$ cat src/rtl/vga_axil_slave_regs.sv
`default_nettype none
// ============================================================================
// Module      : vga_axil_slave_regs
// Description : AXI4-Lite slave register bank holding the VGA timing/config
//               words. Optional byte-lane write strobes via VGA_AXIL_WSTRB_EN.
// Revision    : 1.0 - initial release
// ============================================================================
module vga_axil_slave_regs #(
    parameter int DATA_W   = 32,
    parameter int ADDR_W   = 8,
    parameter int NUM_REGS = 4
) (
    input  logic                         clk,
    input  logic                         rst,
    input  logic [ADDR_W-1:0]            awaddr,
    input  logic                         awvalid,
    output logic                         awready,
    input  logic [DATA_W-1:0]            wdata,
`ifdef VGA_AXIL_WSTRB_EN
    input  logic [DATA_W/8-1:0]          wstrb,
`endif
    input  logic                         wvalid,
    output logic                         wready,
    output logic [1:0]                   bresp,
    output logic                         bvalid,
    input  logic                         bready,
    input  logic [ADDR_W-1:0]            araddr,
    input  logic                         arvalid,
    output logic                         arready,
    output logic [DATA_W-1:0]            rdata,
    output logic [1:0]                   rresp,
    output logic                         rvalid,
    input  logic                         rready,
    output logic [NUM_REGS*DATA_W-1:0]   regs_o,
    output logic [NUM_REGS-1:0]          wr_pulse_o
);

    localparam int         c_IDX_W       = ADDR_W - 2;
    localparam int         c_NBYTES      = DATA_W / 8;
    localparam logic [1:0] c_RESP_OKAY   = 2'b00;
    localparam logic [1:0] c_RESP_SLVERR = 2'b10;

    typedef enum logic [0:0] {WR_IDLE = 1'b0, WR_RESP = 1'b1} wr_state_t;
    typedef enum logic [0:0] {RD_IDLE = 1'b0, RD_RESP = 1'b1} rd_state_t;

    wr_state_t              r_wr_state, w_wr_next;
    rd_state_t              r_rd_state, w_rd_next;
    logic                   w_wr_fire, w_rd_fire;
    logic [c_IDX_W-1:0]     w_wr_idx, w_rd_idx;
    logic [NUM_REGS-1:0]    w_wr_hit;
    logic                   w_wr_in_range, w_rd_in_range;
    logic [DATA_W-1:0]      w_rd_word;
    logic [c_NBYTES-1:0]    w_strb;
    logic [DATA_W-1:0]      r_regs [NUM_REGS];
    logic [NUM_REGS-1:0]    r_wr_pulse;
    logic [1:0]             r_bresp, r_rresp;
    logic [DATA_W-1:0]      r_rdata;
    logic                   w_unused;

`ifdef VGA_AXIL_WSTRB_EN
    assign w_strb = wstrb;
`else
    assign w_strb = '1;
`endif

    // Byte offset bits carry no meaning for word-wide registers.
    assign w_unused = ^{awaddr[1:0], araddr[1:0]};
    assign w_wr_idx = awaddr[ADDR_W-1:2];
    assign w_rd_idx = araddr[ADDR_W-1:2];

    // ---------------- write engine ----------------
    always_ff @(posedge clk) begin
        if (rst) r_wr_state <= WR_IDLE;
        else     r_wr_state <= w_wr_next;
    end

    always_comb begin
        w_wr_next = r_wr_state;
        awready   = 1'b0;
        wready    = 1'b0;
        w_wr_fire = 1'b0;
        case (r_wr_state)
            WR_IDLE: begin
                w_wr_fire = awvalid && wvalid;
                awready   = w_wr_fire;
                wready    = w_wr_fire;
                if (w_wr_fire) w_wr_next = WR_RESP;
            end
            WR_RESP: if (bready) w_wr_next = WR_IDLE;
            default: w_wr_next = WR_IDLE;
        endcase
    end

    // One-hot decode; indices at or beyond NUM_REGS match nothing and get SLVERR.
    always_comb begin
        w_wr_hit = '0;
        for (int i = 0; i < NUM_REGS; i++)
            w_wr_hit[i] = (int'(w_wr_idx) == i);
    end
    assign w_wr_in_range = |w_wr_hit;

    always_ff @(posedge clk) begin
        if (rst) begin
            r_bresp    <= c_RESP_OKAY;
            r_wr_pulse <= '0;
            for (int i = 0; i < NUM_REGS; i++) r_regs[i] <= '0;
        end else begin
            r_wr_pulse <= w_wr_fire ? w_wr_hit : '0;
            if (w_wr_fire) r_bresp <= w_wr_in_range ? c_RESP_OKAY : c_RESP_SLVERR;
            for (int i = 0; i < NUM_REGS; i++)
                for (int b = 0; b < c_NBYTES; b++)
                    if (w_wr_fire && w_wr_hit[i] && w_strb[b])
                        r_regs[i][b*8 +: 8] <= wdata[b*8 +: 8];
        end
    end

    assign bvalid     = (r_wr_state == WR_RESP);
    assign bresp      = r_bresp;
    assign wr_pulse_o = r_wr_pulse;

    // ---------------- read engine ----------------
    always_ff @(posedge clk) begin
        if (rst) r_rd_state <= RD_IDLE;
        else     r_rd_state <= w_rd_next;
    end

    always_comb begin
        w_rd_next = r_rd_state;
        arready   = 1'b0;
        w_rd_fire = 1'b0;
        case (r_rd_state)
            RD_IDLE: begin
                arready   = 1'b1;
                w_rd_fire = arvalid;
                if (arvalid) w_rd_next = RD_RESP;
            end
            RD_RESP: if (rready) w_rd_next = RD_IDLE;
            default: w_rd_next = RD_IDLE;
        endcase
    end

    // Reads sample the pre-edge register value, so a same-cycle write is not visible.
    always_comb begin
        w_rd_word     = '0;
        w_rd_in_range = 1'b0;
        for (int i = 0; i < NUM_REGS; i++) begin
            if (int'(w_rd_idx) == i) begin
                w_rd_word     = r_regs[i];
                w_rd_in_range = 1'b1;
            end
        end
    end

    always_ff @(posedge clk) begin
        if (rst) begin
            r_rdata <= '0;
            r_rresp <= c_RESP_OKAY;
        end else if (w_rd_fire) begin
            r_rdata <= w_rd_word;
            r_rresp <= w_rd_in_range ? c_RESP_OKAY : c_RESP_SLVERR;
        end
    end

    assign rvalid = (r_rd_state == RD_RESP);
    assign rdata  = r_rdata;
    assign rresp  = r_rresp;

    generate
        for (genvar i = 0; i < NUM_REGS; i++) begin : g_regs_o
            assign regs_o[i*DATA_W +: DATA_W] = r_regs[i];
        end
    endgenerate

endmodule
`default_nettype wire

$ cat config.mk
export PLATFORM = sky130hd
export DESIGN_NAME = vga_axil_slave_regs
export DESIGN_NICKNAME = d
export VERILOG_FILES = /design/src/rtl/vga_axil_slave_regs.sv
export SDC_FILE = /design/constraint.sdc
export NUM_CORES = 1
export LEC_CHECK = 0
export CAP_MARGIN = 20
export CORE_ASPECT_RATIO = 1.25
export CORE_MARGIN = 10
export CORE_UTILIZATION = 41
export CTS_BUF_LIST = sky130_fd_sc_hd__clkbuf_8 sky130_fd_sc_hd__clkbuf_16
export CTS_CLUSTER_SIZE = 24
export DETAILED_ROUTE_END_ITERATION = 8
export PLACE_DENSITY = 0.72
export SETUP_SLACK_MARGIN = 0.1
export SLEW_MARGIN = 20
export SYNTH_ARGS = -nofsm -noshare
export SYNTH_HDL_FRONTEND = slang
export SYNTH_SLANG_ARGS = --single-unit
$ cat constraint.sdc
create_clock -name clk -period 2.24 [get_ports clk]
set_input_delay 0.448 -clock clk [delete_from_list [all_inputs] [get_ports clk]]
set_output_delay 0.448 -clock clk [all_outputs]
set_load 0.01 [all_outputs]
Word level (Yosys, flattened, before mapping)
Memories as Yosys holds them, arrays and structs flattened. Index checks and enable logic that the tools add are counted.

Memories kept: 1. ROM bits: 0. Register bits: 42. Latch bits: 0. Input port bits: 55. RAM bits: 128.

Memories: r_regs (words 4, width 32, read ports 4, clocked after Yosys merged registers in 0, write ports 4, RTL line 54) `logic [DATA_W-1:0] r_regs [NUM_REGS];`.

Shifts and indexed selects: 0. Bitwise operators: 19. Equal/unequal tests: 6. $add $sub $neg: 0. Multiply operators: 0. Div/mod/pow operators: 0. Muxes and demuxes: 49. Reduce and logical (&&, ||, !) cells: 9. Order comparisons: 0.

Operators with widths (number): $mux 32 (4); $mux 8 (16); $mux 1 (25); $eq 6x3->1 const B (4); $or 1x1->1 (16); $eq 6x2->1 const B (2); $logic_not 6->1 (2); $logic_and 1x1->1 (5); $mux 2 (2); $pmux 1 s2 (2); $reduce_or 4->1 (1); $not 1->1 (3); $reduce_or 2->1 (1).

Longest topological paths before layout
Depth after elaboration: 7. Mapped depth: 5. Mapped depth without buffers: 3.

Worst setup path before layout
OpenSTA, ideal clock, no wires.

Path type: input port to flip-flop. Start point: input port awaddr[5]. End point: memory r_regs[2][0], in the netlist r_regs[0][64] (enable). Data required time: 1.846 ns. Buffers on the path: 0. Library setup time: 0.394 ns. Slack: -0.017 ns. Arrival: 1.863 ns. Stages: 3. Cells stage by stage: nor4_4 -> nand4b_1 -> nand2b_1.

RTL lines: start, declared (RTL line 15) `input logic [ADDR_W-1:0] awaddr,`; end, declared (RTL line 54).

Final worst setup path
Start point: input port wvalid. End point: output port awready.

Word-level cells in the longest chain between the ends: 2.

RTL lines: start, declared (RTL line 22) `input logic wvalid,`; $logic_and 1x1->1 (RTL line 84) `w_wr_fire = awvalid && wvalid;`; $mux 1 (RTL line 82) `case (r_wr_state)`; end, declared (RTL line 17) `output logic awready,`.

No other way between the ends.

==> flow_metrics.env <==
export IMPL_htreeDepth=4
export IMPL_fin_crit_ps=1870
export IMPL_nNetsFinal=773
export IMPL_hold_buffers=0
export IMPL_die_h_um=165
export IMPL_layout_drive_gt1_share=0.160
export IMPL_hold_path_end="rdata[16]$_SDFFE_PP0P_"
export IMPL_cts_buffers=17
export IMPL_grt_max_degree=47
export IMPL_slowest_delay_ps=460
export IMPL_start_util=0.420
export IMPL_drv_slew=0
export IMPL_layout_commonest_cell="clkdlybuf4s50_1"
export IMPL_wirelength_um=21700
export IMPL_grt_pass1_wl_um=31900
export IMPL_clock_skew_ps=8.56
export IMPL_critPathKind="input pin to output port"
export IMPL_slew_headroom=0.666
export IMPL_fin_crit_sh=0.833
export IMPL_cts_tree="done"
export IMPL_reg2reg_slack_ps=540
export IMPL_r2r_start="bvalid$_SDFF_PP0_"
export IMPL_p_leak_nw=3.55
export IMPL_path_max_fanout=4
export IMPL_dieArea_mm2=0.0223
export IMPL_crit_chain="clkdlybuf4s50_1, and3b_1, dlygate4sd2_1"
export IMPL_drt_initial_drc_count=491
export IMPL_diodes=0
export IMPL_clk_latency_ps=430
export IMPL_setup_violations=0
export IMPL_powerDensity_mw_per_mm2=678
export IMPL_placementRows=52
export IMPL_hold_depth=1
export IMPL_final_cell_mix="clkdlybuf4s50_1 (216), nor2_1 (136), edfxtp_1 (128)"
export IMPL_gr_total_overflow=0
export IMPL_finalSetupTns_ps=0
export IMPL_end_kind="output port"
export IMPL_synth_cells=491
export IMPL_ys_ff_latch=168
export IMPL_cp_start_kind="input pin"
export IMPL_avgSynthCellArea_um2=14.0
export IMPL_fin_util=0.613
export IMPL_worst_pin_slew_ps=501
export IMPL_core_mm2=0.0163
export IMPL_cts_root_buf="clkbuf_16"
export IMPL_path_delay_family="buffers and inverters"
export IMPL_slowest_stage="clkdlybuf4s50_1"
export IMPL_rr_endpoint="r_regs[0][112]$_SDFFCE_PN0P_"
export IMPL_cp_required_ps=1790
export IMPL_grt_usage=0.192
export IMPL_post_route_drc_count=0
export IMPL_vias=4916
export IMPL_hold_viol_final=0
export IMPL_ir_drop_v=0.000456
export IMPL_die_w_um=136
export IMPL_worst_r2r_path_depth=5
export IMPL_clockBufferDepth=2
export IMPL_synth_distinct_cells=27
export IMPL_antenna_found_initial=0
export IMPL_crit_buf_inv=2
export IMPL_netlist_area_mm2=0.00686
export IMPL_cts_resized_gates=2
export IMPL_portBuffers=221
export IMPL_worstHoldPathType="register to register"
export IMPL_grt_pass1_vias=5193
export IMPL_hpwl_um=15100
export IMPL_cts_sinks=168
export IMPL_ios=228
export IMPL_fmax_ghz=0.536
export IMPL_cts_setup_buffers=0
export IMPL_cts_reportedPaths_clkPinSlew_ps=60
export IMPL_drtPass1Iterations=5
export IMPL_wl_per_cell_um=22.9
export IMPL_cp_arrival_ps=1420
export IMPL_rsz0062_at_grt="false"
export IMPL_drv_cap=0
export IMPL_gp_congestion=0.783
export IMPL_status="completed"
export IMPL_yosys_warnings=0
export IMPL_hold_start="rdata[16]$_SDFFE_PP0P_"
export IMPL_areaGrowthSynthToFinish_pct=45.9
export IMPL_via_per_inst=5.19
export IMPL_antenna_left=0
export IMPL_seq_area_frac_synth=0.677
per-stage QoR:
step / cells / cell area [um2] / worst slack (ps) / total power, mW / hold slack [ps]
after floorplan: 492 / 6880 / 313 / 3.78 / 510
after detailed placement: 915 / 9480 / 20.9 / 4.17 / 465
final: 947 / 10000 / 374 / 6.79 / 481
after global placement: 915 / 9480 / 62.1 / 4.16 / 464
after CTS: 947 / 10000 / 362 / 6.83 / 486
after global routing: 947 / 10000 / 337 / 7.01 / 494
synth_stat cells:
master    count  area, um2
nor2_1      137        514
edfxtp_1    128       3840
dfxtp_1      40        801
nand2b_1     38        238
clkbuf_1     27        101
mux4_2       25        563
a22o_2       20        200
a221oi_1     14        123
nor2b_1       8       50.1
mux2_2        7       78.8
nand2_1       7       26.3
o211ai_1      7       52.6
a22o_1        5       43.8
buf_2         5       25.0
buf_4         5       37.5
a211oi_1      2       15.0
a21oi_1       2       10.0
buf_6         2       22.5
inv_1         2       7.51
nand4b_1      2       17.5
nor4_4        2       42.5
and2_2        1       7.51
and3b_1       1       8.76
conb_1        1       3.75
nand3_1       1       5.00
nand4_1       1       6.26
nor3b_4       1       18.8
metal layers:
metal / vias to the layer above / track usage / part of all wire
met5: - / 0 / 0
met4: 0 / 0.0721 / 0.022
met3: 28 / 0.0514 / 0.073
met2: 209 / 0.351 / 0.55
met1: 2426 / 0.205 / 0.36
li1: 2253 / - / -
where the power goes:
group / internal [mW] / switching (mW) / leakage (nW)
sequential: 3.41 / 0.0435 / 1.70
clock: 1.51 / 1.19 / 0.268
combinational: 0.334 / 0.302 / 1.58
total: 5.25 / 1.53 / 3.55
state kept, by name (all words and copies together) (netlist names):
signal,flops
bresp,1
bvalid,1
r_regs,128
rdata,32
rresp,1
rvalid,1
wr_pulse_o,4
cell type report:
class	count	area, um2
fill	1261	6320
sequential	168	4640
timing repair buffer	246	2510
multi-input combinational	283	2050
clock buffer	17	425
tap	216	270
clock inverter	15	114
inverter	2	7.51
cell families (layout without fill, tap and decap cells):
group	Yosys count	count (layout)	share of synthesized area
other	1	2	0.000546
buffers and inverters	41	280	0.0283
multiplexers	32	32	0.0935
flip-flops	168	168	0.677
AND/OR/NAND/NOR	199	199	0.136
AO/OA/AOI/OAI	50	50	0.0647
how the worst max path moves through the flow:
stage | cells after the start | start | endpoint | slack [ps]
after floorplan | 3 | awaddr[5] | r_regs[0][64]$_SDFFCE_PN0P_ | 310
after global placement | 5 | awaddr[5] | r_regs[0][50]$_SDFFCE_PN0P_ | 60
after detailed placement | 6 | wvalid | r_regs[0][118]$_SDFFCE_PN0P_ | 20
after CTS | 3 | wvalid | awready | 360
after global routing | 3 | awvalid | awready | 340
final | 3 | wvalid | awready | 370
No activity file was read; power rests on OpenSTA's default activity.
